File: config.mk
export PLATFORM = sky130hd
export DESIGN_NAME = aq_div_sched
export DESIGN_NICKNAME = d
export VERILOG_FILES = /design/src/rtl/aq_div_sched.sv
export SDC_FILE = /design/constraint.sdc
export NUM_CORES = 1
export LEC_CHECK = 0
export ABC_CLOCK_PERIOD_IN_PS = 4400
export CAP_MARGIN = 5
export CORE_MARGIN = 5
export CORE_UTILIZATION = 39
export CTS_CLUSTER_DIAMETER = 100
export DETAILED_ROUTE_END_ITERATION = 10
export PLACE_DENSITY_LB_ADDON = 0.2
export RECOVER_POWER = 100
export SETUP_SLACK_MARGIN = 0.5
export SYNTH_ARGS = -nofsm -noshare
export SYNTH_HDL_FRONTEND = slang
export SYNTH_SLANG_ARGS = --single-unit
File: constraint.sdc
create_clock -name CLK -period 4.4 [get_ports CLK]
set_clock_uncertainty 0.1 [all_clocks]
set_input_delay 0.44 -clock CLK [delete_from_list [all_inputs] [get_ports CLK]]
set_output_delay 0.44 -clock CLK [all_outputs]
set_load 0.02 [all_outputs]
File: src/rtl/aq_div_sched.sv
`default_nettype none
// ============================================================================
//  Module      : aq_div_sched
//  Description : Round-robin scheduler that shares one pipelined divider
//                among NREQ requesters. Each accepted operation carries a
//                {valid, id, dz} tag down a pipe matched to the divider
//                latency so that the quotient is returned to its owner.
//  Revision    : 1.0 - initial release
// ============================================================================
module aq_div_sched #(
  parameter int NREQ    = 4,
  parameter int DIV_LAT = 8
) (
  input  logic                      CLK,
  input  logic                      RST,
  input  logic                      EN,
  input  logic [NREQ-1:0]           REQ_VALID,
  output logic [NREQ-1:0]           REQ_READY,
  input  logic [25*NREQ-1:0]        REQ_DINA,
  input  logic [16*NREQ-1:0]        REQ_DINB,
  output logic [24:0]               DIV_DINA,
  output logic [15:0]               DIV_DINB,
  input  logic [7:0]                DIV_DOUT,
  output logic                      RES_VALID,
  output logic [$clog2(NREQ)-1:0]   RES_ID,
  output logic [7:0]                RES_DATA,
  output logic                      RES_DZ,
  output logic                      BUSY,
  output logic [1:0]                STATE
);

  localparam int c_ID_W  = $clog2(NREQ);
  localparam int c_CNT_W = $clog2(DIV_LAT + 2);

  typedef enum logic [1:0] {
    ST_IDLE  = 2'd0,
    ST_RUN   = 2'd1,
    ST_DRAIN = 2'd2
  } state_t;

  state_t               r_state;
  logic [c_ID_W-1:0]    r_last;
  logic [c_CNT_W-1:0]   r_cnt;

  // Tag pipe: stage 0 is written on the transfer edge, stage DIV_LAT is the
  // output stage consumed together with DIV_DOUT one edge later.
  logic                 r_tag_v  [0:DIV_LAT];
  logic [c_ID_W-1:0]    r_tag_id [0:DIV_LAT];
  logic                 r_tag_dz [0:DIV_LAT];

  logic                 w_found;
  logic [NREQ-1:0]      w_pick;
  logic [c_ID_W-1:0]    w_gid;
  logic [24:0]          w_sel_a;
  logic [15:0]          w_sel_b;
  logic                 w_xfer;
  logic                 w_dz;
  logic                 w_res;

  // Round-robin search: first the indices above last_grant, then wrap to
  // the indices at or below it, so the search order starts at last_grant+1.
  always_comb begin
    w_found = 1'b0;
    w_pick  = '0;
    w_gid   = '0;
    w_sel_a = '0;
    w_sel_b = '0;
    for (int i = 0; i < NREQ; i++) begin
      if (!w_found && REQ_VALID[i] && (i > int'(r_last))) begin
        w_found   = 1'b1;
        w_pick[i] = 1'b1;
        w_gid     = c_ID_W'(i);
        w_sel_a   = REQ_DINA[25*i +: 25];
        w_sel_b   = REQ_DINB[16*i +: 16];
      end
    end
    for (int i = 0; i < NREQ; i++) begin
      if (!w_found && REQ_VALID[i] && (i <= int'(r_last))) begin
        w_found   = 1'b1;
        w_pick[i] = 1'b1;
        w_gid     = c_ID_W'(i);
        w_sel_a   = REQ_DINA[25*i +: 25];
        w_sel_b   = REQ_DINB[16*i +: 16];
      end
    end
  end

  // Grants are only offered in RUN; a grant always targets a valid requester,
  // so any offered grant is a transfer on the coming edge.
  always_comb begin
    REQ_READY = '0;
    if (r_state == ST_RUN) begin
      REQ_READY = w_pick;
    end
  end

  assign w_xfer = (r_state == ST_RUN) && w_found;
  assign w_dz   = (w_sel_b == 16'h0000);
  assign w_res  = r_tag_v[DIV_LAT];
  assign BUSY   = (r_cnt != '0);
  assign STATE  = r_state;

  // Round-robin pointer moves only when a transfer happens.
  always_ff @(posedge CLK) begin
    if (RST) begin
      r_last <= c_ID_W'(NREQ - 1);
    end else if (w_xfer) begin
      r_last <= w_gid;
    end
  end

  // Operand registers feeding the divider; they hold between transfers.
  always_ff @(posedge CLK) begin
    if (RST) begin
      DIV_DINA <= '0;
      DIV_DINB <= '0;
    end else if (w_xfer) begin
      DIV_DINA <= w_sel_a;
      DIV_DINB <= w_sel_b;
    end
  end

  // Tag pipe shift; an empty slot is inserted on cycles without a transfer.
  always_ff @(posedge CLK) begin
    if (RST) begin
      for (int k = 0; k <= DIV_LAT; k++) begin
        r_tag_v[k]  <= 1'b0;
        r_tag_id[k] <= '0;
        r_tag_dz[k] <= 1'b0;
      end
    end else begin
      r_tag_v[0]  <= w_xfer;
      r_tag_id[0] <= w_xfer ? w_gid : '0;
      r_tag_dz[0] <= w_xfer && w_dz;
      for (int k = 1; k <= DIV_LAT; k++) begin
        r_tag_v[k]  <= r_tag_v[k-1];
        r_tag_id[k] <= r_tag_id[k-1];
        r_tag_dz[k] <= r_tag_dz[k-1];
      end
    end
  end

  // Result registers: pair the output-stage tag with the divider quotient;
  // a divide by zero reports all-ones instead of the divider output.
  always_ff @(posedge CLK) begin
    if (RST) begin
      RES_VALID <= 1'b0;
      RES_ID    <= '0;
      RES_DATA  <= '0;
      RES_DZ    <= 1'b0;
    end else begin
      RES_VALID <= w_res;
      if (w_res) begin
        RES_ID   <= r_tag_id[DIV_LAT];
        RES_DATA <= r_tag_dz[DIV_LAT] ? 8'hFF : DIV_DOUT;
        RES_DZ   <= r_tag_dz[DIV_LAT];
      end
    end
  end

  // In-flight counter: a transfer and a result on the same edge cancel.
  always_ff @(posedge CLK) begin
    if (RST) begin
      r_cnt <= '0;
    end else begin
      case ({w_xfer, w_res})
        2'b10:   r_cnt <= r_cnt + c_CNT_W'(1);
        2'b01:   r_cnt <= r_cnt - c_CNT_W'(1);
        default: r_cnt <= r_cnt;
      endcase
    end
  end

  // Scheduler state: RUN offers grants, DRAIN only returns results.
  always_ff @(posedge CLK) begin
    if (RST) begin
      r_state <= ST_IDLE;
    end else begin
      case (r_state)
        ST_IDLE: begin
          if (EN) begin
            r_state <= ST_RUN;
          end
        end
        ST_RUN: begin
          if (!EN) begin
            if ((r_cnt != '0) || w_xfer) begin
              r_state <= ST_DRAIN;
            end else begin
              r_state <= ST_IDLE;
            end
          end
        end
        ST_DRAIN: begin
          if (EN) begin
            r_state <= ST_RUN;
          end else if (r_cnt == '0) begin
            r_state <= ST_IDLE;
          end
        end
        default: r_state <= ST_IDLE;
      endcase
    end
  end

endmodule
`default_nettype wire

# After elaboration in Yosys (flattened, before gate mapping)
# Memory sizes are Yosys's and may differ from the RTL's. A register that Yosys moved wholly into a read port is not among the register bits.
# Cells that the tools add are included.
[totals]
memories = 3
ram_bits = 36
register_bits = 59
elab_cells = 154
[classes]
n_reduce_logical = 27
add_sub_neg = 2
n_mux = 74
magnitude_cmp = 6
n_eq_ne = 7
bitwise = 27
[memory_table]
columns = ["memory", "depth", "width", "rd", "rd_ports_with_merged_regs", "wr", "line", "text"]
rows = [
  ["r_tag_id", 9, 2, 9, 1, 9, "48", "logic [c_ID_W-1:0] r_tag_id [0:DIV_LAT];"],
  ["r_tag_dz", 9, 1, 9, 0, 9, "49", "logic r_tag_dz [0:DIV_LAT];"],
  ["r_tag_v", 9, 1, 9, 0, 9, "47", "logic r_tag_v [0:DIV_LAT];"],
]
[op_table]
columns = ["operator", "count"]
rows = [
  ["25-bit two-way mux", 7],
  ["16-bit two-way mux", 7],
  ["2-bit two-way mux", 21],
  ["1-bit two-way mux", 35],
  ["1-bit OR", 27],
  ["16-bit zero test", 1],
  ["1-bit logical AND", 14],
  ["8-bit two-way mux", 1],
  ["4-bit one-hot mux with 2 select lines", 1],
  ["1-bit zero test", 6],
  ["2-bit one-hot mux with 3 select lines", 1],
  ["4-bit by 1-bit adder with 4-bit output, second input constant", 1],
  ["2-bit by 1-bit == test with 1-bit output, second input constant", 2],
  ["2-bit == test, second input constant", 2],
  ["2-bit > comparator, first input constant", 2],
  ["2-bit less-or-equal comparator, first input constant", 2],
  ["4-bit zero test", 1],
  ["4-bit two-way mux", 1],
  ["2-bit != test, second input constant", 2],
  ["4-bit nonzero test", 1],
  ["4-bit by 1-bit subtractor with 4-bit output, second input constant", 1],
  ["3-bit != test, second input constant", 1],
  ["3-bit AND reduction", 1],
  ["1-bit by 2-bit > comparator with 1-bit output, first input constant", 1],
  ["other kinds (4)", 4],
]

# Depth between registers and ports, before layout
[logic_depth]
word_depth = 31
ltp_mapped = 15
mapped_depth_nobuf = 11

# Least setup slack after synthesis
# No wires, ideal clock.
[synth_path]
kind = "input to register"
from = "input REQ_VALID[1]"
to = "register r_cnt[2]"
cell_stages = 14
required_time_ns = 4.230
n_path_buf = 4
arrival_ns = 2.953
setup_time_ns = 0.070
slack_ns = 1.276
cell_sequence = "clkbuf_1 -> nor2_1 -> a21oi_1 -> inv_1 -> clkbuf_1 -> clkbuf_1 -> clkbuf_1 -> ha_1 -> xor2_1 -> ha_1 -> a21oi_1 -> xor2_1 -> or3_1 -> a21oi_1"
[synth_via]
elab_chain_len = 28
elab_cells_between_ends = 30
cone_classes = "eq/ne (2); mux (8); reduce/logical (20)"
[synth_lines]
columns = ["item", "line", "text"]
rows = [
  ["start: declaration", "17", "input logic [NREQ-1:0] REQ_VALID,"],
  ["1-bit logical AND", "69", "if (!w_found && REQ_VALID[i] && (i > int'(r_last))) begin"],
  ["1-bit two-way mux", "69", ""],
  ["1-bit zero test", "69", ""],
  ["1-bit logical AND (2 in series)", "69", ""],
  ["1-bit two-way mux", "69", ""],
  ["1-bit zero test", "69", ""],
  ["1-bit logical AND (2 in series)", "69", ""],
  ["1-bit two-way mux", "69", ""],
  ["[8 not listed]", "n/a", ""],
  ["1-bit logical AND (2 in series)", "78", "if (!w_found && REQ_VALID[i] && (i <= int'(r_last))) begin"],
  ["1-bit two-way mux (*)", "78", ""],
  ["1-bit zero test", "78", ""],
  ["1-bit logical AND (2 in series)", "78", ""],
  ["1-bit two-way mux (*)", "78", ""],
  ["1-bit logical AND (*)", "97", "assign w_xfer = (r_state == ST_RUN) && w_found;"],
  ["2-bit by 1-bit == test with 1-bit output / 2-bit == test (equally long branches)", "166", "case ({w_xfer, w_res})"],
  ["4-bit one-hot mux with 2 select lines / 2-bit nonzero test (equally long branches)", "n/a", ""],
  ["end signal: assignment", "167", "2'b10: r_cnt <= r_cnt + c_CNT_W'(1);"],
  ["end signal: assignment", "168", "2'b01: r_cnt <= r_cnt - c_CNT_W'(1);"],
  ["end signal: assignment", "169", "default: r_cnt <= r_cnt;"],
  ["end: declaration", "43", "logic [c_CNT_W-1:0] r_cnt;"],
]
# Mark *: on every way between the ends. The rest lies on a longest branch, timed or not.
# A chain may end at the register's enable or synchronous reset.

# Worst setup path after layout
[layout_path]
from = "input REQ_VALID[1]"
to = "output REQ_READY[3]"
[layout_via]
elab_chain_len = 26
elab_cells_between_ends = 27
cone_classes = "mux (9); reduce/logical (18)"
[layout_lines]
columns = ["item", "line", "text"]
rows = [
  ["1-bit logical AND", "69", ""],
  ["1-bit two-way mux", "69", ""],
  ["1-bit zero test", "69", ""],
  ["1-bit logical AND (2 in series)", "69", ""],
  ["1-bit two-way mux", "69", ""],
  ["1-bit zero test", "69", ""],
  ["1-bit logical AND (2 in series)", "69", ""],
  ["1-bit two-way mux", "69", ""],
  ["[6 not listed]", "n/a", ""],
  ["1-bit two-way mux", "78", ""],
  ["1-bit zero test", "78", ""],
  ["1-bit logical AND (2 in series)", "78", ""],
  ["1-bit two-way mux", "78", ""],
  ["1-bit zero test", "78", ""],
  ["1-bit logical AND (2 in series)", "78", ""],
  ["1-bit two-way mux (*)", "78", ""],
  ["4-bit two-way mux (*)", "92", "if (r_state == ST_RUN) begin"],
  ["end: declaration", "18", "output logic [NREQ-1:0] REQ_READY,"],
]
# Marks and branches as above.

==> results.py <==
metrics = {
    "outcome": {
        "status": "finished with violations",
        "violations": "max-capacitance violations, max-slew violations",
    },
    "route": {
        "avgViaCountPerCell": 5.74,
        "drc": 0,
        "drt_iter0_drc": 466,
        "wl_per_cell_um": 20.4,
        "num_vias": 5133,
        "drt_pass1_iterations": 5,
        "ant_nets": 0,
        "routed_wl_um": 18200,
    },
    "power_and_ir_drop": {
        "p_int_mw": 1.70,
        "peakVddDrop_mv": 0.241,
        "p_sw_share_pct": 27.1,
        "p_seq_share_pct": 40.0,
        "p_per_area_nw_per_um2": 315,
        "p_comb_share_pct": 23.9,
        "p_switching_uw": 634,
        "clockPowerShare_pct": 36.1,
        "finalPower_mw": 2.33,
        "leakage_nw": 2.93,
    },
    "global_route": {
        "busiest_layer": "met2",
        "antenna_found_initial": 0,
        "grtUsageTotal_pct": 24.5,
        "use_met3_pct": 5.41,
        "overflow": 0,
        "grt_pass1_vias": 5102,
        "grt_pass1_wl_um": 28100,
        "grt_use_met1_pct": 32.0,
        "grt_max_degree": 94,
        "grtUsageMet2_pct": 39.4,
    },
    "synth": {
        "synth_area_um2": 4660,
        "ys_warn_count": 0,
        "yosysTopAreaCell": "dfxtp_1",
        "synth_seq_cells": 97,
        "synth-edff-count": 0,
        "syn_area_per_cell_um2": 8.76,
        "synth_top_area_share_pct": 41.7,
        "synthArstFlopShare_pct": 0,
        "ys_seq_area_share_pct": 41.7,
        "yosysUniqueCellTypes": 56,
        "synth-main-ff-cell": "dfxtp_1",
        "synth.area.top_cells": "dfxtp_1 (42%), a221oi_1 (6.2%), a221o_1 (5.6%)",
        "syn_inst": 532,
        "syn-num-nets": 714,
    },
    "critical_path": {
        "crit_type": "in -> out",
        "critPathRequiredTime_ns": 3.86,
        "cp-end-kind": "output pin",
        "cp.arrival_ns": 3.35,
        "cp_max_fo": 17,
        "cp-start-kind": "input port",
    },
    "timing": {
        "finalHoldViolCount": 0,
        "grt_setup_unrepaired": "no",
        "fin_ws_ns": 0.509,
        "hold-worst-slack_ns": 0.336,
        "setup_viol": 0,
        "period_share_pct": 88.4,
        "finalSetupTns_ns": 0,
        "max_freq_ghz": 0.257,
        "slew-limit-headroom_pct": -22.3,
        "slew_violations": 94,
        "tightest_slew_ns": 1.83,
        "finalCriticalPeriod_ns": 3.89,
    },
    "floorplan": {
        "io_pins": 239,
        "die_area_um2": 14200,
        "fp.dieH_um": 119,
        "core_um2": 11900,
        "initial_core_util_pct": 39.3,
        "row_count": 40,
        "die_w_um": 119,
    },
    "clock_network": {
        "cts_buffer_depth": 2,
        "clk_pin_slew_ns": 0.07,
        "cts_tree": "built",
        "clock-sinks": 97,
        "cts_resized": 0,
        "cts_root_buffer": "clkbuf_16",
        "cts_buffers": 9,
        "htreeDepth": 3,
        "worstSkewPairLatency_ns": 0.34,
        "holdBufCountCts": 0,
        "post_cts.repair.setup_buffers": 0,
    },
    "place": {
        "dp_slack_ns": 0.598,
        "place_congestion": 0.963,
        "dp_cells": 878,
        "hpwlAfterDp_um": 13800,
        "post_dp_cell_area_um2": 7100,
        "io_buffer_count": 238,
    },
    "final_layout": {
        "area_delta_synth_final_pct": 59.2,
        "final_net_count": 924,
        "antenna_cells": 0,
        "final_util_pct": 62.5,
        "fin_cells": 894,
        "fin_area_um2": 7410,
        "drive_above_1_share_pct": 4.55,
        "n_fill_cell": 996,
    },
    "min_path": {
        "hp-class": "reg -> reg",
    },
    "job": {
        "maxCapViolCount": 1,
    },
}
## power by group through the flow
stage / Sequential (mW) / Clock, mW / Combinational [mW]
after global placement: 0.954 / 0 / 0.561
after CTS: 0.936 / 0.866 / 0.566
after global routing: 0.939 / 0.900 / 0.592
after detailed placement: 0.955 / 0 / 0.563
final: 0.935 / 0.842 / 0.557
after floorplan: 0.984 / 0 / 0.227
## layout by cell type, fill, tap and decap left out, types with 4 or more instances in the layout
| cell type | netlist | final |
|---|---|---|
| clkdlybuf4s50_1 | 0 | 178 |
| dfxtp_1 | 97 | 97 |
| nor2_1 | 67 | 67 |
| dlygate4sd3_1 | 0 | 59 |
| nor2b_1 | 40 | 40 |
| a221oi_1 | 33 | 33 |
| nor3_1 | 29 | 29 |
| a221o_1 | 26 | 26 |
| nand2_1 | 22 | 22 |
| o22ai_1 | 16 | 16 |
| a21oi_1 | 16 | 15 |
| o21a_1 | 15 | 15 |
| nand3_1 | 10 | 10 |
| a31oi_1 | 10 | 10 |
| buf_4 | 1 | 10 |
| a22oi_1 | 9 | 9 |
| clkbuf_16 | 0 | 9 |
| and3b_1 | 8 | 8 |
| o21ai_0 | 6 | 7 |
| a211oi_1 | 7 | 7 |
| and3_1 | 5 | 5 |
| a211o_1 | 5 | 5 |
| nand2b_1 | 4 | 4 |
| a22o_1 | 4 | 4 |
| xor2_1 | 4 | 4 |
| or3_1 | 4 | 4 |
| mux2i_1 | 4 | 4 |
## cell families after synthesis
kind of cell	count (synthesis)	synth area share (%)
and+or+nand+nor	207	23.3
xor gates and xnor gates	5	0.940
buffers and inverters	53	4.81
muxes	4	0.860
adders and majority gates	3	0.806
AOI/OAI and AO/OA	163	27.6
DFF	97	41.7
## layer usage
| layer | part of all wire, % | vias to the layer above | wire [um] |
|---|---|---|---|
| li1 | - | 2421 | - |
| met1 | 42 | 2439 | 7710 |
| met2 | 48 | 241 | 8700 |
| met3 | 7.0 | 32 | 1280 |
| met4 | 2.9 | 0 | 531 |
| met5 | 0 | - | 0 |
## layout make-up
class | instances | area [um2] | share of cell area, %
clock inverter | 7 | 98.8 | 1.33
timing repair buffer | 249 | 2460 | 33.1
tap | 147 | 184 | 2.48
multi-input combinational | 382 | 2500 | 33.7
inverter | 3 | 11.3 | 0.152
clock buffer | 9 | 225 | 3.04
sequential | 97 | 1940 | 26.2
## synth_stat cells (4+ instances only)
cell      number
a21oi_1       16
mux2i_1        4
or3_1          4
a221o_1       26
and3b_1        8
nor3_1        29
a211oi_1       7
nand3_1       10
o21ai_0        6
o22ai_1       16
nor2b_1       40
clkbuf_1      34
a31oi_1       10
nand2_1       22
a211o_1        5
nand2b_1       4
and3_1         5
buf_2          4
o21a_1        15
a22o_1         4
a22oi_1        9
dfxtp_1       97
xor2_1         4
nor2_1        67
a221oi_1      33
buf_1          8
## worst max-delay path: stages
cell and delay [ns]:
dlygate4sd3_1 0.92, nor2b_1 0.59, o21ai_0 0.35, a21o_1 0.31, nor2b_1 0.14, clkdlybuf4s50_1 0.59
## path summary, 6_finish.rpt
path	endpoint	slack [ns]	depth (start not counted)	startpoint
worst min-delay path	r_tag_id[3][0]$_SDFF_PP0_	0.34	1	r_tag_id[2][0]$_SDFF_PP0_
worst min register to register	r_tag_id[3][0]$_SDFF_PP0_	0.34	1	r_tag_id[2][0]$_SDFF_PP0_
worst max register to register	r_tag_dz[0][0]$_SDFF_PP0_	1.09	7	r_last[0]$_SDFFE_PP1P_
worst max-delay path	REQ_READY[3]	0.51	6	REQ_VALID[1]
## registers in the layout (all words and copies together), names as in the netlist
signal     count
STATE          2
r_tag_dz       9
r_cnt          4
RES_ID         2
RES_VALID      1
DIV_DINB      16
RES_DATA       8
r_tag_v        9
r_tag_id      18
r_last         2
DIV_DINA      25
RES_DZ         1
(Power assumes the default switching activity.)
